[src/rtl/jtag_rx_framer.sv]
// jtag_rx_framer
// Receives bytes from a JTAG receive stage running on TCK, synchronizes the
// byte-complete flag into CLOCK_50, parses frames of the form
//   0xA5, LEN (1..255), LEN payload bytes, CSUM (payload sum mod 256)
// and pushes payload bytes into a show-ahead FIFO.
// Ports:
//   CLOCK_50    in   system clock, all state on the rising edge
//   RST_N       in   asynchronous active-low reset
//   rx_data     in   byte from the receive stage, stable between rx_done rises
//   rx_done     in   byte-complete flag (TCK domain), one byte per rising edge
//   out_data    out  FIFO head payload byte (0 when empty)
//   out_valid   out  FIFO non-empty
//   out_ready   in   consumer accepts head this cycle
//   frame_ok    out  one-cycle pulse: frame completed with good checksum
//   frame_err   out  one-cycle pulse: frame aborted or bad
//   err_code    out  0 zero length, 1 checksum, 2 timeout, 3 overflow (held)
//   busy        out  parser is inside a frame
//   fifo_count  out  FIFO occupancy
module jtag_rx_framer #(
  parameter int FIFO_DEPTH = 16,
  parameter int TIMEOUT    = 5_000_000
) (
  input  logic                          CLOCK_50,
  input  logic                          RST_N,
  input  logic [7:0]                    rx_data,
  input  logic                          rx_done,
  output logic [7:0]                    out_data,
  output logic                          out_valid,
  input  logic                          out_ready,
  output logic                          frame_ok,
  output logic                          frame_err,
  output logic [1:0]                    err_code,
  output logic                          busy,
  output logic [$clog2(FIFO_DEPTH):0]   fifo_count
);

  localparam int AW = $clog2(FIFO_DEPTH);
  localparam int TW = $clog2(TIMEOUT + 1);
  localparam logic [TW-1:0] TMO_LAST = TW'(TIMEOUT - 1);
  localparam logic [AW:0]   FULL_CNT = (AW+1)'(FIFO_DEPTH);

  typedef enum logic [1:0] {S_IDLE, S_LEN, S_PAYLOAD, S_CSUM} state_t;

  // Synchronizer, edge register and registered byte strobe.
  logic       r_sync1, r_sync2, r_sync3;
  logic [1:0] r_vcnt;
  logic       r_armed;
  logic       r_stb;

  // r_vcnt waits until r_sync2 holds a real input sample; r_armed then
  // requires rx_done to be seen low once, so a flag already high when reset
  // releases does not count as a byte.
  always_ff @(posedge CLOCK_50 or negedge RST_N) begin
    if (!RST_N) begin
      r_sync1 <= 1'b0;
      r_sync2 <= 1'b0;
      r_sync3 <= 1'b0;
      r_vcnt  <= 2'd0;
      r_armed <= 1'b0;
      r_stb   <= 1'b0;
    end else begin
      r_sync1 <= rx_done;
      r_sync2 <= r_sync1;
      r_sync3 <= r_sync2;
      if (r_vcnt != 2'd2) r_vcnt <= r_vcnt + 2'd1;
      if (r_vcnt == 2'd2 && !r_sync2) r_armed <= 1'b1;
      r_stb <= r_armed & r_sync2 & ~r_sync3;
    end
  end

  // Payload FIFO.
  logic [7:0]  r_mem [FIFO_DEPTH];
  logic [AW-1:0] r_wptr, r_rptr;
  logic [AW:0] r_count;
  state_t      r_state;
  logic        w_pop, w_full, w_push_req, w_push, w_drop;

  assign out_valid  = (r_count != '0);
  assign w_pop      = out_valid & out_ready;
  assign w_full     = (r_count == FULL_CNT);
  assign w_push_req = (r_state == S_PAYLOAD) & r_stb;
  // A simultaneous pop frees the slot, so a full FIFO still accepts the byte.
  assign w_push     = w_push_req & (~w_full | w_pop);
  assign w_drop     = w_push_req & w_full & ~w_pop;
  assign out_data   = out_valid ? r_mem[r_rptr] : 8'h00;
  assign fifo_count = r_count;

  always_ff @(posedge CLOCK_50) begin
    if (w_push) r_mem[r_wptr] <= rx_data;
  end

  always_ff @(posedge CLOCK_50 or negedge RST_N) begin
    if (!RST_N) begin
      r_wptr  <= '0;
      r_rptr  <= '0;
      r_count <= '0;
    end else begin
      if (w_push) r_wptr <= r_wptr + 1'b1;
      if (w_pop)  r_rptr <= r_rptr + 1'b1;
      case ({w_push, w_pop})
        2'b10:   r_count <= r_count + 1'b1;
        2'b01:   r_count <= r_count - 1'b1;
        default: r_count <= r_count;
      endcase
    end
  end

  // Frame parser.
  logic [TW-1:0] r_timer;
  logic [7:0]    r_sum;
  logic [7:0]    r_rem;
  logic          r_ovf;
  logic          r_ok, r_err;
  logic [1:0]    r_code;

  always_ff @(posedge CLOCK_50 or negedge RST_N) begin
    if (!RST_N) begin
      r_state <= S_IDLE;
      r_timer <= '0;
      r_sum   <= 8'h00;
      r_rem   <= 8'h00;
      r_ovf   <= 1'b0;
      r_ok    <= 1'b0;
      r_err   <= 1'b0;
      r_code  <= 2'd0;
    end else begin
      r_ok  <= 1'b0;
      r_err <= 1'b0;
      if (w_drop) r_ovf <= 1'b1;
      if (r_state == S_IDLE) begin
        r_timer <= '0;
        if (r_stb && rx_data == 8'hA5) begin
          r_state <= S_LEN;
          r_ovf   <= 1'b0;
        end
      end else if (r_stb) begin
        // A byte arriving on the timeout cycle wins over the timeout.
        r_timer <= '0;
        case (r_state)
          S_LEN: begin
            if (rx_data == 8'h00) begin
              r_state <= S_IDLE;
              r_err   <= 1'b1;
              r_code  <= 2'd0;
            end else begin
              r_rem   <= rx_data;
              r_sum   <= 8'h00;
              r_state <= S_PAYLOAD;
            end
          end
          S_PAYLOAD: begin
            r_sum <= r_sum + rx_data;
            r_rem <= r_rem - 8'd1;
            if (r_rem == 8'd1) r_state <= S_CSUM;
          end
          S_CSUM: begin
            r_state <= S_IDLE;
            if (r_ovf) begin
              r_err  <= 1'b1;
              r_code <= 2'd3;
            end else if (rx_data != r_sum) begin
              r_err  <= 1'b1;
              r_code <= 2'd1;
            end else begin
              r_ok <= 1'b1;
            end
          end
          default: r_state <= S_IDLE;
        endcase
      end else if (r_timer == TMO_LAST) begin
        r_state <= S_IDLE;
        r_timer <= '0;
        r_err   <= 1'b1;
        r_code  <= 2'd2;
      end else begin
        r_timer <= r_timer + 1'b1;
      end
    end
  end

  assign frame_ok  = r_ok;
  assign frame_err = r_err;
  assign err_code  = r_code;
  assign busy      = (r_state != S_IDLE);

endmodule

[config.mk]
export PLATFORM = sky130hd
export DESIGN_NAME = jtag_rx_framer
export DESIGN_NICKNAME = d
export VERILOG_FILES = /design/src/rtl/jtag_rx_framer.sv
export SDC_FILE = /design/constraint.sdc
export NUM_CORES = 1
export LEC_CHECK = 0
export ABC_CLOCK_PERIOD_IN_PS = 3300
export BUFFER_PORTS_ARGS = -buffer_cell sky130_fd_sc_hd__buf_2
export CORE_ASPECT_RATIO = 1.4
export CORE_MARGIN = 1.5
export CORE_UTILIZATION = 55
export DETAILED_ROUTE_END_ITERATION = 16
export HOLD_SLACK_MARGIN = 0.15
export PLACE_DENSITY = 0.81
export SLEW_MARGIN = 20
export SYNTH_ARGS = -nofsm -noshare
export SYNTH_HDL_FRONTEND = slang
export SYNTH_SLANG_ARGS = --single-unit
[constraint.sdc]
create_clock -name CLOCK_50 -period 3.3 [get_ports CLOCK_50]
set_input_delay 0.33 -clock CLOCK_50 [delete_from_list [all_inputs] [get_ports CLOCK_50]]
set_output_delay 0.33 -clock CLOCK_50 [all_outputs]
set_load 0.03 [all_outputs]
; ---- Word level (Yosys, flattened, before mapping)
; Memories as Yosys holds them, arrays and structs flattened.
; Index checks and enable logic that the tools add are counted.
[word_totals]
wordCells = 109
out_inout_bits = 19
rom_bits = 0
inputBits = 12
regBits = 66
memories = 1
ram_bits = 128
latchBits = 0
[mem_list]
columns = memory, words, width, rd, rd_clocked_by_memory_dff, wr, line
row1 = r_mem, 16, 8, 1, 0, 1, 72  ; logic [7:0] r_mem [FIFO_DEPTH];
[op_classes]
n_mux = 39
n_addsub = 8
n_lt_le_gt_ge = 0
div = 0
n_mul = 0
bitwise = 12
shifts = 0
eq_ne = 18
reduce_logical = 14
[ops]
columns = operator, n
row1 = two-way mux 23 bit, 3
row2 = one-hot mux 8 bit (2 select lines), 2
row3 = two-way mux 8 bit, 3
row4 = "adder 23 x 1 -> 23 bit, second input constant", 1
row5 = "equality test 23 bit, second input constant", 1
row6 = two-way mux 2 bit, 11
row7 = two-way mux 1 bit, 16
row8 = one-hot mux 5 bit (2 select lines), 1
row9 = "adder 4 x 1 -> 4 bit, second input constant", 2
row10 = adder 8 bit, 1
row11 = "equality test 2 bit, second input constant", 4
row12 = "equality test 8 x 1 -> 1 bit, second input constant", 1
row13 = "equality test 8 bit, second input constant", 1
row14 = zero test 8 bit, 1
row15 = inequality test 8 bit, 1
row16 = one-hot mux 2 bit (2 select lines), 2
row17 = nonzero test 2 bit, 4
row18 = "subtractor 8 x 1 -> 8 bit, second input constant", 1
row19 = AND 1 bit, 7
row20 = "adder 5 x 1 -> 5 bit, second input constant", 1
row21 = "equality test 5 bit, second input constant", 1
row22 = AND reduction 5 bit, 1
row23 = nonzero test 5 bit, 1
row24 = "subtractor 5 x 1 -> 5 bit, second input constant", 1
row25 = other kinds (17), 23

; ---- Depth between registers and ports, before layout
; Gate-level depths: netlist of run 1.
[depth]
ltp_word = 7
depth_mapped = 12
mapped_depth_nobuf = 11

; ---- Worst setup path before layout of run 1
; No wires, ideal clock.
[synth_timing]
path_kind = register to register
start = register r_count[1], in the netlist fifo_count[1]
end = register r_count[4], in the netlist fifo_count[4]
setup_ps = 77
t_required_ps = 3223
path_stages_with_launch = 13
arrival_time_ps = 2750
n_path_buf = 1
synth_period_minus_slack_ps = 2827
setup_slack_ps = 473
cell_sequence = dfrtp_1 -> buf_2 -> or4_4 -> nor2_1 -> inv_1 -> nand3_1 -> xnor2_1 -> ha_1 -> or3_1 -> a21oi_1 -> o22a_1 -> o22ai_1 -> a21oi_1
[synth_via]
elab_chain_len = 6
word_cells_on_any_way = 12
cone_classes = add/sub: 2 / eq/ne: 3 / mux: 1 / bitwise: 4 / reduce/logical: 2
[synth_lines]
columns = item, line
row1 = from (decl), 74  ; logic [AW:0] r_count;
row2 = from (signal assigned), 101  ; 2'b10: r_count <= r_count + 1'b1;
row3 = from (signal assigned), 102  ; 2'b01: r_count <= r_count - 1'b1;
row4 = from (signal assigned), 103  ; default: r_count <= r_count;
row5 = nonzero test 5 bit or equality test 5 bit (tied branches), "78, 80"
row6 = AND 1 bit or NOT 1 bit (tied branches), "79, 83"
row7 = OR 1 bit, 83  ; assign w_push = w_push_req & (~w_full | w_pop);
row8 = AND 1 bit, 83
row9 = equality test 2 x 1 -> 1 bit or equality test 2 bit (tied branches), 100  ; case ({w_push, w_pop})
row10 = one-hot mux 5 bit (2 select lines) or nonzero test 2 bit (tied branches), n/a
; Several ways; a longest one is shown, not always the timed one.
; A chain may end at the register's enable or synchronous reset.

; ---- Worst setup path after layout of run 1
[layout_timing]
start = register r_count[2], in the netlist fifo_count[2]
end = register r_count[4], in the netlist fifo_count[4]
; The elaborated chain is that of the path after synthesis.

==> results of run 1 <==
-- worst max-delay path: stages (launching register included) --
cell and delay (ns):
dfrtp_1 0.49, or4_4 0.62, nor2_1 0.20, inv_1 0.09, nand3_1 0.16, xnor2_1 0.09
ha_1 0.24, or3_1 0.32, a21oi_1 0.25, o22a_1 0.18, o22ai_1 0.08, a21oi_1 0.12
-- synthesized netlist by cell type (8+ instances only) --
library cell / count
nand2_1: 38
nand4_1: 8
edfxtp_1: 128
ha_1: 22
o22ai_1: 8
nor2_1: 56
nor3_1: 11
a21oi_1: 19
dfrtp_1: 66
clkbuf_1: 15
xnor2_1: 14
inv_1: 15
nand3_1: 26
and2_1: 10
mux4_2: 40
o21ai_0: 19
xor2_1: 22
-- power breakdown --
part / internal, mW / leakage (nW) / total (mW) / switching, mW
clock network: 1.14 / 0.292 / 2.06 / 0.916
registers: 2.79 / 2.00 / 3.07 / 0.279
logic: 1.10 / 1.27 / 2.46 / 1.36
-- logic make-up after synthesis --
group	count (synthesis)	synth area share (%)
and+or+nand+nor	184	10.4
adders and majority gates	23	3.41
xor gates and xnor gates	36	3.64
AOI/OAI and AO/OA	83	6.15
DFF	194	63.4
buffers and inverters	41	2.12
muxes	44	10.9
-- cell type report --
class                           instances  area (um2)  area share [%]
Clock buffer                           18         429            4.43
Clock inverter                         14         168            1.73
Inverter                               15        56.3           0.581
Multi-Input combinational cell        370        2990            30.9
Sequential cell                       194        5500            56.8
Tap cell                              196         245            2.53
Timing Repair Buffer                   47         295            3.05
-- stage by stage --
step | setup slack (ns) | hold WS, ns | area (um2)
finish | 0.408 | 0.250 | 9680
global route | 0.255 | 0.225 | 9680
CTS | 0.430 | 0.214 | 9680
detailed placement | 0.477 | 0.336 | 9060
global placement | 0.597 | 0.332 | 9060
floorplan | 0.473 | 0.0344 | 8670
-- per-layer routing --
metal	part of all wire, %	track usage (%)	wire length, um
met4	2.6	8.68	460
met1	38	25.8	6580
met3	3.8	4.11	659
met2	56	42.3	9740
met5	0	0	0
-- state kept, by name, summed over array words and instances, names as in the netlist, 2 cells and up --
name	count
r_mem	128
r_timer	23
r_rem	8
r_sum	8
fifo_count	5
r_rptr	4
r_wptr	4
err_code	2
r_state	2
r_vcnt	2
-- final timing paths --
path                                      startpoint                         to  slack (ns)  cells past startpoint
hold / removal                             out_ready  fifo_count[4]$_DFFE_PN0P_        0.25                      2
setup / recovery           fifo_count[2]$_DFFE_PN0P_  fifo_count[4]$_DFFE_PN0P_        0.41                     11
min in group asynchronous                      RST_N      r_timer[12]$_DFF_PN0_        0.41                      2
hold reg to reg                    r_sync1$_DFF_PN0_          r_sync2$_DFF_PN0_        0.35                      0
max in group asynchronous                      RST_N       r_sum[2]$_DFFE_PN0P_        2.12                      3
setup reg to reg           fifo_count[2]$_DFFE_PN0P_  fifo_count[4]$_DFFE_PN0P_        0.41                     11
==> results.sh, run 1 <==
export IMPL_slew_violations=0
export IMPL_maxCapViolations=0
export IMPL_diodes=0
export IMPL_clkSinkCount=194
export IMPL_startpoint_type="register"
export IMPL_dieHeight_um=152
export IMPL_htreeDepth=4
export IMPL_cts_hold_buf=2
export IMPL_drive_gt1_share_pct=18.8
export IMPL_wl_um=17400
export IMPL_timing_final_hold_violations=0
export IMPL_tns_ns=0
export IMPL_netlist_area_leader_share_pct=44.3
export IMPL_synth_cell_type_count=58
export IMPL_grt_first_pass_wirelength_um=28200
export IMPL_drc=0
export IMPL_clock_skew_ns=0.0108
export IMPL_antenna_found_initial=0
export IMPL_tritoncts="yes"
export IMPL_dp_cells=820
export IMPL_critPathRequiredTime_ns=3.65
export IMPL_synthFlopType="edfxtp_1"
export IMPL_layout_common_cells="edfxtp_1 (128), dfrtp_1 (65), nor2_1 (56)"
export IMPL_cts_resized_gates=0
export IMPL_hpwl_um=11800
export IMPL_synth_seq_area_share_pct=63.4
export IMPL_drt_iter0_drc=480
export IMPL_hold_class="in -> reg"
export IMPL_grt_pass1_vias=5549
export IMPL_power_mw=7.59
export IMPL_yosys_top_cells_area="edfxtp_1 (44%), dfrtp_1 (19%), mux4_2 (10%)"
export IMPL_num_vias=5271
export IMPL_synth_seq_cells=194
export IMPL_utilization_pct=62.6
export IMPL_clk_latency_ns=0.42
export IMPL_setup_violations=0
export IMPL_syn_nets=640
export IMPL_die_width_um=109
export IMPL_status="complete, no violations"
export IMPL_post_cts_buffers=0
export IMPL_synth_edff_count=128
export IMPL_clock_root_buffer="clkbuf_16"
export IMPL_syn_area_um2=8670
export IMPL_syn_inst=605
export IMPL_design_core_area_um2=15500
export IMPL_power_per_cell_area_nw_per_um2=784
export IMPL_io_buffers=30
export IMPL_leakage_nw=3.56
export IMPL_avgSynthCellArea_um2=14.3
export IMPL_synth_warnings=0
export IMPL_max_slew_margin_pct=42.2
export IMPL_area_growth_pct=11.7
export IMPL_crit_arrival_ns=3.24
export IMPL_drtAntennaViolNets=0
export IMPL_synth_area_leader_cell="edfxtp_1"
export IMPL_clock_path_buffers=2
export IMPL_wl_per_cell_um=20.4
export IMPL_die_area_um2=16500
export IMPL_irDropWorstVdd_mv=0.769
export IMPL_min_period_over_period_pct=87.6
export IMPL_max_freq_mhz=346
export IMPL_rsz0062_at_grt="no"
export IMPL_grt_max_degree=36
export IMPL_fin_crit_ns=2.89
export IMPL_io_pins=31
export IMPL_drt_pass1_iter_count=5
export IMPL_vias_per_cell=6.17
export IMPL_clk_pin_slew_worst_paths_ns=0.07
export IMPL_grt_usage_pct=22.8
export IMPL_end_kind="register"
export IMPL_tightest_slew_ns=0.863
export IMPL_synth_async_reset_ratio_pct=34.0
export IMPL_instances_no_fill=854
export IMPL_path_class="reg -> reg"
export IMPL_cts_buffers=17
export IMPL_path_max_fanout=8
export IMPL_start_util_pct=56.0
export IMPL_layout_commonest_cell="edfxtp_1"
export IMPL_grt_overflow=0
export IMPL_fp_row_count=54
export IMPL_nFillCells=1074
export IMPL_gp_congestion=0.914
export IMPL_fin_nets=680
Note: power is estimated with default switching activity, not from simulation.
==> inputs of run 2 (changes only) <==
--- a/config.mk
+++ b/config.mk
@@ -5,6 +5,7 @@
 export SDC_FILE = /design/constraint.sdc
 export NUM_CORES = 1
 export LEC_CHECK = 0
+export ABC_AREA = 1
 export ABC_CLOCK_PERIOD_IN_PS = 3300
 export BUFFER_PORTS_ARGS = -buffer_cell sky130_fd_sc_hd__buf_2
 export CORE_ASPECT_RATIO = 1.4
==> results.sh, run 2 <==
export IMPL_status="complete, no violations"
export IMPL_clock_skew_ns=0.0104
export IMPL_drc=0
export IMPL_cp_depth=7
export IMPL_critPathCapture="out_data[0]"
export IMPL_worst_slack_ns=0.496
export IMPL_cts_resized_gates=0
export IMPL_htreeDepth=4
export IMPL_drt_pass1_iter_count=5
export IMPL_holdWs_ns=0.247
export IMPL_utilization_pct=63.1
export IMPL_min_period_over_period_pct=85.0
export IMPL_drive_gt1_share_pct=11.6
export IMPL_synthTopCellsByCount="nor2_1 (147), edfxtp_1 (128), o21ai_0 (98)"
export IMPL_startpoint_type="register"
export IMPL_cts_buffers=17
export IMPL_hpwl_um=13700
export IMPL_fin_nets=918
export IMPL_pre_cts_ws_ns=0.745
export IMPL_clk_latency_ns=0.43
export IMPL_maxCapViolations=0
export IMPL_path_buf_inv=3
export IMPL_syn_nets=876
export IMPL_layout_commonest_cell="nor2_1"
export IMPL_leakage_nw=3.82
export IMPL_top_register="r_mem"
export IMPL_rsz0062_at_grt="no"
export IMPL_avgSynthCellArea_um2=10.5
export IMPL_syn_inst=841
export IMPL_busiest_layer="met2"
export IMPL_rrSetupSlack_ns=0.74
export IMPL_drtAntennaViolNets=0
export IMPL_tightest_slew_ns=0.845
export IMPL_synth_area_leader_cell="edfxtp_1"
export IMPL_clkSinkCount=194
export IMPL_grt_pass1_vias=6431
export IMPL_max_stage_delay_ns=0.46
export IMPL_largest_reg_flops=128
export IMPL_end_kind="output pin"
export IMPL_synth_async_reset_ratio_pct=34.0
export IMPL_slew_violations=0
export IMPL_irDropWorstVdd_mv=0.816
export IMPL_diodes=0
export IMPL_synthFlopType="edfxtp_1"
export IMPL_fp_row_count=54
export IMPL_synth_cell_type_count=35
export IMPL_reg2regPathDepth=6
export IMPL_path_class="reg -> out"
export IMPL_fin_crit_ns=2.80
export IMPL_synth_warnings=0
export IMPL_crit_chain="inv_1, buf_4, o21ai_0, o221ai_1, nand3_1, a21oi_1, buf_2"
export IMPL_antenna_found_initial=0
export IMPL_io_buffers=30
export IMPL_top_regs="r_mem: 128 flops, r_timer: 23 flops"
export IMPL_tns_ns=0
export IMPL_power_per_cell_area_nw_per_um2=777
export IMPL_tritoncts="yes"
export IMPL_area_growth_pct=11.7
export IMPL_vias_per_cell=5.92
export IMPL_critPathRequiredTime_ns=2.97
export IMPL_power_mw=7.66
export IMPL_io_pins=31
export IMPL_finalInstanceArea_um2=9860
export IMPL_die_area_um2=16800
export IMPL_grt_usage_pct=26.2
export IMPL_yosys_top_cells_area="edfxtp_1 (44%), dfrtp_1 (19%), nor2_1 (6.3%)"
export IMPL_clock_path_buffers=2
export IMPL_grt_max_degree=67
export IMPL_setup_violations=0
export IMPL_synth_edff_count=128
export IMPL_crit_arrival_ns=2.47
export IMPL_reg2reg_to="r_mem[15][2]$_DFFE_PP_"
export IMPL_dp_cells=1058
export IMPL_place_area_um2=9250
export IMPL_netlist_area_leader_share_pct=43.6
export IMPL_hold_class="in -> reg"
export IMPL_drt_iter0_drc=620
export IMPL_gp_congestion=0.910
export IMPL_start_util_pct=56.5
export IMPL_synth_seq_cells=194
export IMPL_syn_area_um2=8820
export IMPL_crit_slowest_cell="buf_4"
export IMPL_nFillCells=1205
export IMPL_instances_no_fill=1092
export IMPL_yosysMostFrequentCell="nor2_1"
export IMPL_clock_root_buffer="clkbuf_16"
export IMPL_design_core_area_um2=15600
export IMPL_wl_per_cell_um=18.9
export IMPL_max_freq_mhz=357
export IMPL_clk_pin_slew_worst_paths_ns=0.07
export IMPL_met2_usage_pct=46.1
export IMPL_grt_overflow=0
export IMPL_r2r_start="r_state[0]$_DFFE_PN0P_"
export IMPL_use_met1_pct=31.1
export IMPL_timing_final_hold_violations=0
export IMPL_path_max_fanout=65
export IMPL_die_width_um=110
export IMPL_synth_seq_area_share_pct=62.3
export IMPL_grt_util_met3_pct=4.82
export IMPL_layout_common_cells="nor2_1 (147), edfxtp_1 (128), o21ai_0 (98)"
export IMPL_dieHeight_um=153
export IMPL_max_slew_margin_pct=43.7
export IMPL_cp_startpoint="r_rptr[0]$_DFFE_PN0P_"
export IMPL_grt_first_pass_wirelength_um=33000
export IMPL_wl_um=20600
export IMPL_critical_path_top_delay_family="compound AO/OA/AOI/OAI gates"
export IMPL_num_vias=6461
==> run 2: changes by cell type after synthesis, sizes merged, moves of 7 or more <==
cell / change
nand3: +23
nor2: +97
clkbuf: +7
nand2: +57
nand4: +9
nor3: +8
mux4: -40
xor2: -7
and2: -10
o21ai: +79
o221ai: +22
inv: +48
==> run 2: worst reg2reg max path: cells and delay by family, from the launching register on <==
kind,cells,cell delay [ns]
adders and majority gates,1,0.17
buffers and inverters,1,0.10
DFF,1,0.40
and+or+nand+nor,4,1.53
==> run 2: per-layer routing <==
layer / wire (um) / up-vias
li1: - / 3040
met1: 7660 / 3129
met2: 11100 / 248
met3: 1190 / 44
met4: 612 / 0
met5: 0 / -
==> run 2: worst min-delay path by stage <==
stage | depth (start not counted) | start | endpoint
2_1_floorplan | 0 | RST_N | err_code[0]$_DFFE_PN0P_
3_3_place_gp | 0 | r_sync1$_DFF_PN0_ | r_sync2$_DFF_PN0_
3_5_place_dp | 0 | r_sync1$_DFF_PN0_ | r_sync2$_DFF_PN0_
4_1_cts | 3 | out_ready | r_rptr[0]$_DFFE_PN0P_
5_1_grt | 3 | out_ready | r_rptr[0]$_DFFE_PN0P_
6_report | 3 | out_ready | r_rptr[0]$_DFFE_PN0P_
==> run 2: power by group <==
part	leakage, nW	switching [mW]	internal, mW	total [mW]
Combinational	1.54	1.92	0.792	2.71
Sequential	1.99	0.163	2.78	2.94
Clock	0.286	0.987	1.01	2.00
==> run 2: cell type report <==
| cell class | instances | area, um2 | share of cell area, % |
|---|---|---|---|
| clock inverter | 15 | 159 | 1.61 |
| tap | 196 | 245 | 2.49 |
| clock buffer | 17 | 425 | 4.32 |
| inverter | 65 | 244 | 2.48 |
| sequential | 194 | 5500 | 55.8 |
| multi-input combinational | 554 | 2970 | 30.2 |
| timing repair buffer | 51 | 313 | 3.17 |
==> run 2: cell families after synthesis <==
group	count (synthesis)	share of synthesized area, %
xor gates and xnor gates	23	2.28
DFF	194	62.3
adders and majority gates	23	3.35
AOI/OAI and AO/OA	164	10.6
buffers and inverters	93	4.04
and+or+nand+nor	344	17.5
==> run 2: timing repair <==
action                    4_1_cts  5_1_grt
hold endpoints to repair       67        0
hold buffers                    2        0
buffers inserted                0        0
